===== config.mk =====
export PLATFORM = sky130hd
export DESIGN_NAME = serial_subtractor
export DESIGN_NICKNAME = d
export VERILOG_FILES = /design/src/rtl/serial_subtractor.sv
export SDC_FILE = /design/constraint.sdc
export NUM_CORES = 1
export LEC_CHECK = 0
export ABC_AREA = 1
export CAP_MARGIN = 20
export CORE_MARGIN = 2
export CORE_UTILIZATION = 40
export DETAILED_ROUTE_END_ITERATION = 7
export GPL_TIMING_DRIVEN = 0
export PLACE_DENSITY_LB_ADDON = 0.2
export REMOVE_ABC_BUFFERS = 1
export SETUP_SLACK_MARGIN = 0.4
export SYNTH_ARGS = -nofsm -noshare
export SYNTH_HDL_FRONTEND = slang
export SYNTH_SLANG_ARGS = --single-unit

===== constraint.sdc =====
create_clock -name clk -period 3.1 [get_ports clk]
set_clock_uncertainty 0.1 [all_clocks]
set_input_delay 0.62 -clock clk [delete_from_list [all_inputs] [get_ports clk]]
set_output_delay 0.62 -clock clk [all_outputs]
set_load 0.005 [all_outputs]

===== src/rtl/serial_subtractor.sv =====
// rtl/serial_subtractor.sv - bit-serial LSB-first unsigned subtractor with start/busy/done framing
module serial_subtractor #(
   parameter int WIDTH = 8
) (
   input  logic             clk,
   input  logic             rst_n,
   input  logic             start,
   input  logic [WIDTH-1:0] a,
   input  logic [WIDTH-1:0] b,
   output logic             busy,
   output logic             done,
   output logic [WIDTH-1:0] diff,
   output logic             borrow
);

   localparam int CW = (WIDTH > 1) ? $clog2(WIDTH) : 1;
   localparam logic [CW-1:0] CNT_LAST = CW'(WIDTH - 1);

   typedef enum logic [1:0] {
      ST_IDLE  = 2'd0,
      ST_SHIFT = 2'd1,
      ST_DONE  = 2'd2
   } state_t;

   state_t           state_q, state_d;
   logic [WIDTH-1:0] sa_q, sa_d;
   logic [WIDTH-1:0] sb_q, sb_d;
   logic [WIDTH-1:0] sr_q, sr_d;
   logic [WIDTH-1:0] diff_q, diff_d;
   logic [CW-1:0]    cnt_q, cnt_d;
   logic             bw_q, bw_d;
   logic             borrow_q, borrow_d;
   logic             busy_q, busy_d;
   logic             done_q, done_d;

   // one bit slice: two cascaded half subtractors
   logic hs1_diff, hs1_borrow;
   logic hs2_diff, hs2_borrow;
   logic slice_borrow;

   // bit-slice datapath on the current LSBs and the stored borrow
   always_comb begin
      hs1_diff     = sa_q[0] ^ sb_q[0];
      hs1_borrow   = ~sa_q[0] & sb_q[0];
      hs2_diff     = hs1_diff ^ bw_q;
      hs2_borrow   = ~hs1_diff & bw_q;
      slice_borrow = hs1_borrow | hs2_borrow;
   end

   // next-state, shift registers and registered outputs
   always_comb begin
      state_d  = state_q;
      sa_d     = sa_q;
      sb_d     = sb_q;
      sr_d     = sr_q;
      cnt_d    = cnt_q;
      bw_d     = bw_q;
      diff_d   = diff_q;
      borrow_d = borrow_q;
      case (state_q)
         ST_IDLE: begin
            if (start) begin
               sa_d    = a;
               sb_d    = b;
               bw_d    = 1'b0;
               cnt_d   = '0;
               state_d = ST_SHIFT;
            end
         end
         ST_SHIFT: begin
            sa_d  = sa_q >> 1;
            sb_d  = sb_q >> 1;
            sr_d  = {hs2_diff, sr_q[WIDTH-1:1]};
            bw_d  = slice_borrow;
            cnt_d = cnt_q + CW'(1);
            if (cnt_q == CNT_LAST) begin
               // result is taken from the same shifted value so it lands with DONE
               diff_d   = {hs2_diff, sr_q[WIDTH-1:1]};
               borrow_d = slice_borrow;
               state_d  = ST_DONE;
            end
         end
         ST_DONE: begin
            state_d = ST_IDLE;
         end
         default: begin
            state_d = ST_IDLE;
         end
      endcase
      busy_d = (state_d != ST_IDLE);
      done_d = (state_d == ST_DONE);
   end

   // state register with synchronous active-low reset
   always_ff @(posedge clk) begin
      if (!rst_n) begin
         state_q  <= ST_IDLE;
         sa_q     <= '0;
         sb_q     <= '0;
         sr_q     <= '0;
         cnt_q    <= '0;
         bw_q     <= 1'b0;
         diff_q   <= '0;
         borrow_q <= 1'b0;
         busy_q   <= 1'b0;
         done_q   <= 1'b0;
      end else begin
         state_q  <= state_d;
         sa_q     <= sa_d;
         sb_q     <= sb_d;
         sr_q     <= sr_d;
         cnt_q    <= cnt_d;
         bw_q     <= bw_d;
         diff_q   <= diff_d;
         borrow_q <= borrow_d;
         busy_q   <= busy_d;
         done_q   <= done_d;
      end
   end

   assign busy   = busy_q;
   assign done   = done_q;
   assign diff   = diff_q;
   assign borrow = borrow_q;

endmodule


==> results.sh, run 1 <==
export IMPL_status="finished clean"
export IMPL_io_pins=30
export IMPL_initial_utilization=0.4221
export IMPL_clk_latency_ns=0.29
export IMPL_drc=0
export IMPL_power_density_nw_per_um2=498.7
export IMPL_combPwrFrac=0.115
export IMPL_synth_compound_area_share=0.1322
export IMPL_crit_path_start_kind="input port"
export IMPL_clk_pin_slew_ns=0.07
export IMPL_vias_per_cell=4.734
export IMPL_cpPeakStageDelay_ns=0.86
export IMPL_postCtsSetupBuffers=0
export IMPL_yosysTopAreaCell="dfxtp_1"
export IMPL_grt_pass1_wl_um=5851
export IMPL_max_cap_viol_count=0
export IMPL_layout_nets=276
export IMPL_hold_path_depth=2
export IMPL_cts_hold_buffers=0
export IMPL_cts_resized=0
export IMPL_htreeDepth=2
export IMPL_irDropWorstVdd_v=0.0002590
export IMPL_synth_area_per_cell_um2=7.447
export IMPL_finalCritPeriodShare=0.7093
export IMPL_critPathBufInv=2
export IMPL_cts_max_path_buffers=2
export IMPL_worst_path_stages=3
export IMPL_antenna_found_initial=0
export IMPL_swShare=0.2523
export IMPL_via_count=1444
export IMPL_io_buffers=29
export IMPL_ys_seq_elements=40
export IMPL_place_hpwl_um=2102
export IMPL_synth_main_ff_cell="dfxtp_1"
export IMPL_syn_inst=230
export IMPL_synth_top_family_by_area="simple AND/OR/NAND/NOR gates"
export IMPL_first_iter_violations=93
export IMPL_grt_usage=0.1505
export IMPL_fin_setup_tns_ns=0
export IMPL_area_delta_synth_final_pct=21.69
export IMPL_clockRootBuffer="clkbuf_8"
export IMPL_reg2regPathDepth=4
export IMPL_holdWs_ns=0.3655
export IMPL_worstPathMaxFanout=20
export IMPL_first_pass_iters=4
export IMPL_grt_start_max_net_pins=24
export IMPL_place_congestion=0.7309
export IMPL_ys_types=22
export IMPL_sequentialPowerShare=0.539
export IMPL_grt_overflow=0
export IMPL_netlist_area_um2=1713
export IMPL_antenna_diode_count=0
export IMPL_max_slew_margin=0.5243
export IMPL_path_class="in -> reg"
export IMPL_dieArea_um2=4822
export IMPL_fp_coreArea_um2=4058
export IMPL_power_frac_clock=0.346
export IMPL_die_w_um=69.44
export IMPL_synth_edff_count=0
export IMPL_synth_warnings=0
export IMPL_drt_total_wl_um=3260
export IMPL_synth_area_leaders="dfxtp_1, nand2_1, nand3_1"
export IMPL_power_switching_mw=0.2623
export IMPL_cp_slowest_cell="clkdlybuf4s50_1"
export IMPL_layout_min_cycle_time_ns=2.199
export IMPL_synthMuxAreaShare=0
export IMPL_cp_data_required_time_ns=3.20
export IMPL_crit_arrival_ns=2.30
export IMPL_p_leak_nw=0.9085
export IMPL_yosys_area_share_simple=0.2513
export IMPL_die_h_um=69.44
export IMPL_avgRoutedWirePerCell_um=10.69
export IMPL_cts_tree="done"
export IMPL_post_route_util=0.5137
export IMPL_grt_pass1_vias=1348
export IMPL_synth_xor_area_frac=0
export IMPL_synth_async_reset_ratio=0
export IMPL_synthAdderAreaFrac=0.02630
export IMPL_seq_area_frac_synth=0.4675
export IMPL_numCtsBuffers=5
export IMPL_fmax_mhz=454.8
export IMPL_maxSlewViolCount=0
export IMPL_crit_family="buffers and inverters"
export IMPL_worstMarginPinSlew_ns=0.7125
export IMPL_cp_cell_sequence="clkdlybuf4s50_1 > inv_1 > a211oi_1"
export IMPL_rsz0062_at_grt="false"
export IMPL_ant_nets=0
export IMPL_internal_power_mw=0.7773
export IMPL_synth_top_area_share=0.4675
export IMPL_postLayoutCellArea_um2=2085
export IMPL_layout_drive_gt1_share=0.06667
export IMPL_rows=23
export IMPL_setup_viol=0
export IMPL_cts_sinks=40
export IMPL_hold_class="reg -> reg"
export IMPL_place_area_um2=1987
export IMPL_endpoint_kind="flop"
export IMPL_hold_viol_final=0
export IMPL_fill_cells=419
## metal layers
layer / up-vias / global-route usage / share of wire
li1: 767 / - / -
met1: 649 / 0.1860 / 0.49
met2: 24 / 0.2479 / 0.46
met3: 4 / 0.03634 / 0.038
met4: 0 / 0.06754 / 0.013
met5: - / 0 / 0
## flip-flops by register name, summed over array words and instances, names as in the netlist
register	count
borrow	1
busy	1
bw_q	1
cnt_q	3
diff	8
done	1
sa_q	8
sb_q	8
sr_q	7
state_q	2
## power by group through the flow
stage	sequential, mW	combinational [mW]	clock (mW)
floorplan	0.568	0.0756	0
global placement	0.571	0.119	0
detailed placement	0.572	0.121	0
CTS	0.560	0.121	0.375
global route	0.564	0.139	0.402
finish	0.560	0.120	0.360
## layout make-up
cell class	count	area (um2)	share of cell area
flip-flops and latches	40	800.8	0.3842
multi-input cells	143	701.9	0.3367
repair buffers	29	290.3	0.1393
inverters	35	131.4	0.06303
clock buffers	6	82.58	0.03962
well taps	50	62.56	0.03001
clock inverters	2	15.01	0.007203
## per-stage QoR
stage	instances	setup slack (ns)	total power, mW
floorplan	218	1.630	0.6431
global placement	297	0.6055	0.6906
detailed placement	297	0.5927	0.6931
CTS	305	0.8997	1.057
global route	305	0.7126	1.105
finish	305	0.9012	1.040
## cell families after synthesis
logic type                 Yosys count
and+or+nand+nor                     98
buffers and inverters               47
DFF                                 40
adders and majority gates            3
AOI/OAI and AO/OA                   42
## synth_stat cells (2+ instances only)
master    count
a211oi_1      2
ha_1          2
a21oi_1      22
buf_4         4
nand2_1      40
nor2_1       26
nand2_4       2
o21ai_1      12
dfxtp_1      40
inv_1        32
clkbuf_1      3
o21ai_0       5
inv_2         3
nand3_1      26
buf_6         2
buf_2         3
## path summary, 6_finish.rpt
check / from / to / slack (ns)
worst max-delay path: rst_n / sr_q[3] / 0.90
worst min-delay path: cnt_q[1] / cnt_q[1] / 0.37
worst max register to register: state_q[0] / sb_q[1] / 1.30
worst min register to register: cnt_q[1] / cnt_q[1] / 0.37
## worst min-delay path, delay by kind of cell (launching register included)
family           cells  cell delay, ns
AO/OA/AOI/OAI        1            0.05
flip-flops           1            0.32
AND/OR/NAND/NOR      1            0.06
## cells in the final DEF (no fill, tap or decap), types with 2 or more instances in the layout
master	synthesis	final
ha_1	2	2
inv_2	3	3
o21ai_1	12	12
clkdlybuf4s50_1	0	29
clkbuf_8	0	6
inv_1	32	32
dfxtp_1	40	40
nor2_1	26	26
nand2_4	2	2
a21oi_1	22	22
a211oi_1	2	2
nand3_1	26	26
clkinvlp_4	0	2
o21ai_0	5	5
nand2_1	40	40
(Power assumes the default switching activity.)
==> run 2, diff against run 1 <==
Clock period 3.1 ns to 2.15 ns, I/O delays scaled along.
==> run 2 against run 1 <==
- wire length grew 2.2%
- non-clock buffer count is the same
- first-iteration DRC count grew 7.5%
- combinational power grew 45%
- worst hold slack is essentially flat
- critical path type is now reg -> out
- critical endpoint is now diff[0]
==> results.sh, run 2 (synthesis gave the netlist of run 1 again) <==
export IMPL_regToRegStartpoint="state_q[1]"
export IMPL_fill_cells=421
export IMPL_place_area_um2=1987
export IMPL_p_leak_nw=0.9045
export IMPL_cp_data_required_time_ns=1.62
export IMPL_htreeDepth=2
export IMPL_fmax_mhz=600.7
export IMPL_cts_tree="done"
export IMPL_max_slew_margin=0.6687
export IMPL_worstPathMaxFanout=2
export IMPL_power_switching_mw=0.3827
export IMPL_cp_cell_sequence="clkdlybuf4s50_1"
export IMPL_layout_min_cycle_time_ns=1.665
export IMPL_grt_pass1_wl_um=5940
export IMPL_endpoint_kind="primary output"
export IMPL_placed_cells=297
export IMPL_drc=0
export IMPL_power_frac_clock=0.347
export IMPL_io_buffers=29
export IMPL_hold_viol_final=0
export IMPL_path_class="reg -> out"
export IMPL_io_pins=30
export IMPL_layout_drive_gt1_share=0.08203
export IMPL_cts_sinks=40
export IMPL_fin_cells=306
export IMPL_grt_usage=0.1530
export IMPL_grt_overflow=0
export IMPL_cts_max_path_buffers=2
export IMPL_fp_coreArea_um2=4058
export IMPL_min_delay_start="cnt_q[1]"
export IMPL_vias_per_cell=4.696
export IMPL_hold_class="reg -> reg"
export IMPL_status="finished clean"
export IMPL_antenna_found_initial=0
export IMPL_drt_total_wl_um=3331
export IMPL_rsz0062_at_grt="false"
export IMPL_place_congestion=0.7309
export IMPL_setup_viol=0
export IMPL_initial_utilization=0.4221
export IMPL_rows=23
export IMPL_sequentialPowerShare=0.537
export IMPL_finalCritPeriodShare=0.7744
export IMPL_cts_resized=6
export IMPL_postCtsSetupBuffers=0
export IMPL_crit_arrival_ns=1.13
export IMPL_clk_pin_slew_ns=0.08
export IMPL_internal_power_mw=1.121
export IMPL_cts_hold_buffers=0
export IMPL_numCtsBuffers=5
export IMPL_dieArea_um2=4822
export IMPL_area_delta_synth_final_pct=22.50
export IMPL_worstMarginPinSlew_ns=0.4951
export IMPL_antenna_diode_count=0
export IMPL_place_hpwl_um=2102
export IMPL_postLayoutCellArea_um2=2098
export IMPL_maxSlewViolCount=0
export IMPL_grt_start_max_net_pins=24
export IMPL_swShare=0.2545
export IMPL_crit_family="buffers and inverters"
export IMPL_first_pass_iters=4
export IMPL_max_cap_viol_count=0
export IMPL_cpPeakStageDelay_ns=0.50
export IMPL_cp_slowest_cell="clkdlybuf4s50_1"
export IMPL_regArea_um2=802.0
export IMPL_ant_nets=0
export IMPL_layout_nets=277
export IMPL_combPwrFrac=0.116
export IMPL_startpoint="diff[0]"
export IMPL_crit_path_start_kind="flop"
export IMPL_critPathBufInv=1
export IMPL_final_common_cell="nand2_1"
export IMPL_clk_latency_ns=0.29
export IMPL_clockRootBuffer="clkbuf_8"
export IMPL_first_iter_violations=100
export IMPL_final_cell_mix="nand2_1, dfxtp_1, inv_1"
export IMPL_irDropWorstVdd_v=0.0003738
export IMPL_reg2reg_setup_slack_ns=0.59
export IMPL_multi_input_area_um2=701.9
export IMPL_power_density_nw_per_um2=716.7
export IMPL_die_h_um=69.44
export IMPL_avgRoutedWirePerCell_um=10.89
export IMPL_grt_pass1_vias=1356
export IMPL_die_w_um=69.44
export IMPL_via_count=1437
run 2: changes by cell type in the layout (fill, tap and decap cells not counted):
| cell | before | now |
|---|---|---|
| clkdlybuf4s50_1 | 29 | 28 |
| clkinvlp_4 | 2 | 4 |
| dfxtp_2 | 0 | 1 |
| inv_1 | 32 | 31 |
| dfxtp_1 | 40 | 39 |
| clkdlybuf4s15_2 | 0 | 1 |
run 2: final timing paths:
kind / end / depth (start not counted)
max: diff[0] / 1
min: cnt_q[1] / 2
max reg2reg: sb_q[1] / 5
min reg2reg: cnt_q[1] / 2
run 2: layout make-up:
type,instances,area share
Sequential cell,40,0.3822
Multi-Input combinational cell,143,0.3345
Timing Repair Buffer,29,0.1389
Inverter,35,0.06440
Clock buffer,6,0.03936
Tap cell,50,0.02982
Clock inverter,2,0.007156
Timing Repair inverter,1,0.003578
run 2: power by group through the flow:
stage | registers (mW) | logic, mW | clock network, mW
6_report | 0.808 | 0.174 | 0.521
5_1_grt | 0.814 | 0.202 | 0.580
4_1_cts | 0.808 | 0.177 | 0.541
3_5_place_dp | 0.825 | 0.174 | 0
3_3_place_gp | 0.824 | 0.172 | 0
2_1_floorplan | 0.818 | 0.109 | 0
run 2: worst register-to-register path, cell delays in order, from the launching register on:
cell     delay, ns
dfxtp_1       0.36
inv_2         0.28
nand2_4       0.25
nand2_4       0.26
nand3_1       0.10
a21oi_1       0.14
run 2: stage by stage:
stage / hold slack [ns] / total power, mW / setup slack [ns] / util / setup TNS, ns
final: 0.3658 / 1.504 / 0.4851 / 0.5171 / 0
after global routing: 0.3839 / 1.596 / 0.4299 / 0.5171 / 0
after CTS: 0.3666 / 1.526 / 0.4741 / 0.5171 / 0
after detailed placement: 0.3551 / 0.9993 / -0.1673 / 0.4897 / -1.586
after global placement: 0.3495 / 0.9957 / -0.1545 / 0.4897 / -1.192
after floorplan: 0.3283 / 0.9272 / 0.6799 / - / 0
run 2: routing by layer:
layer	track usage	vias up	part of all wire
li1	-	769	-
met1	0.1897	636	0.48
met2	0.2521	28	0.47
met3	0.03634	4	0.039
met4	0.06754	0	0.013
met5	0	-	0
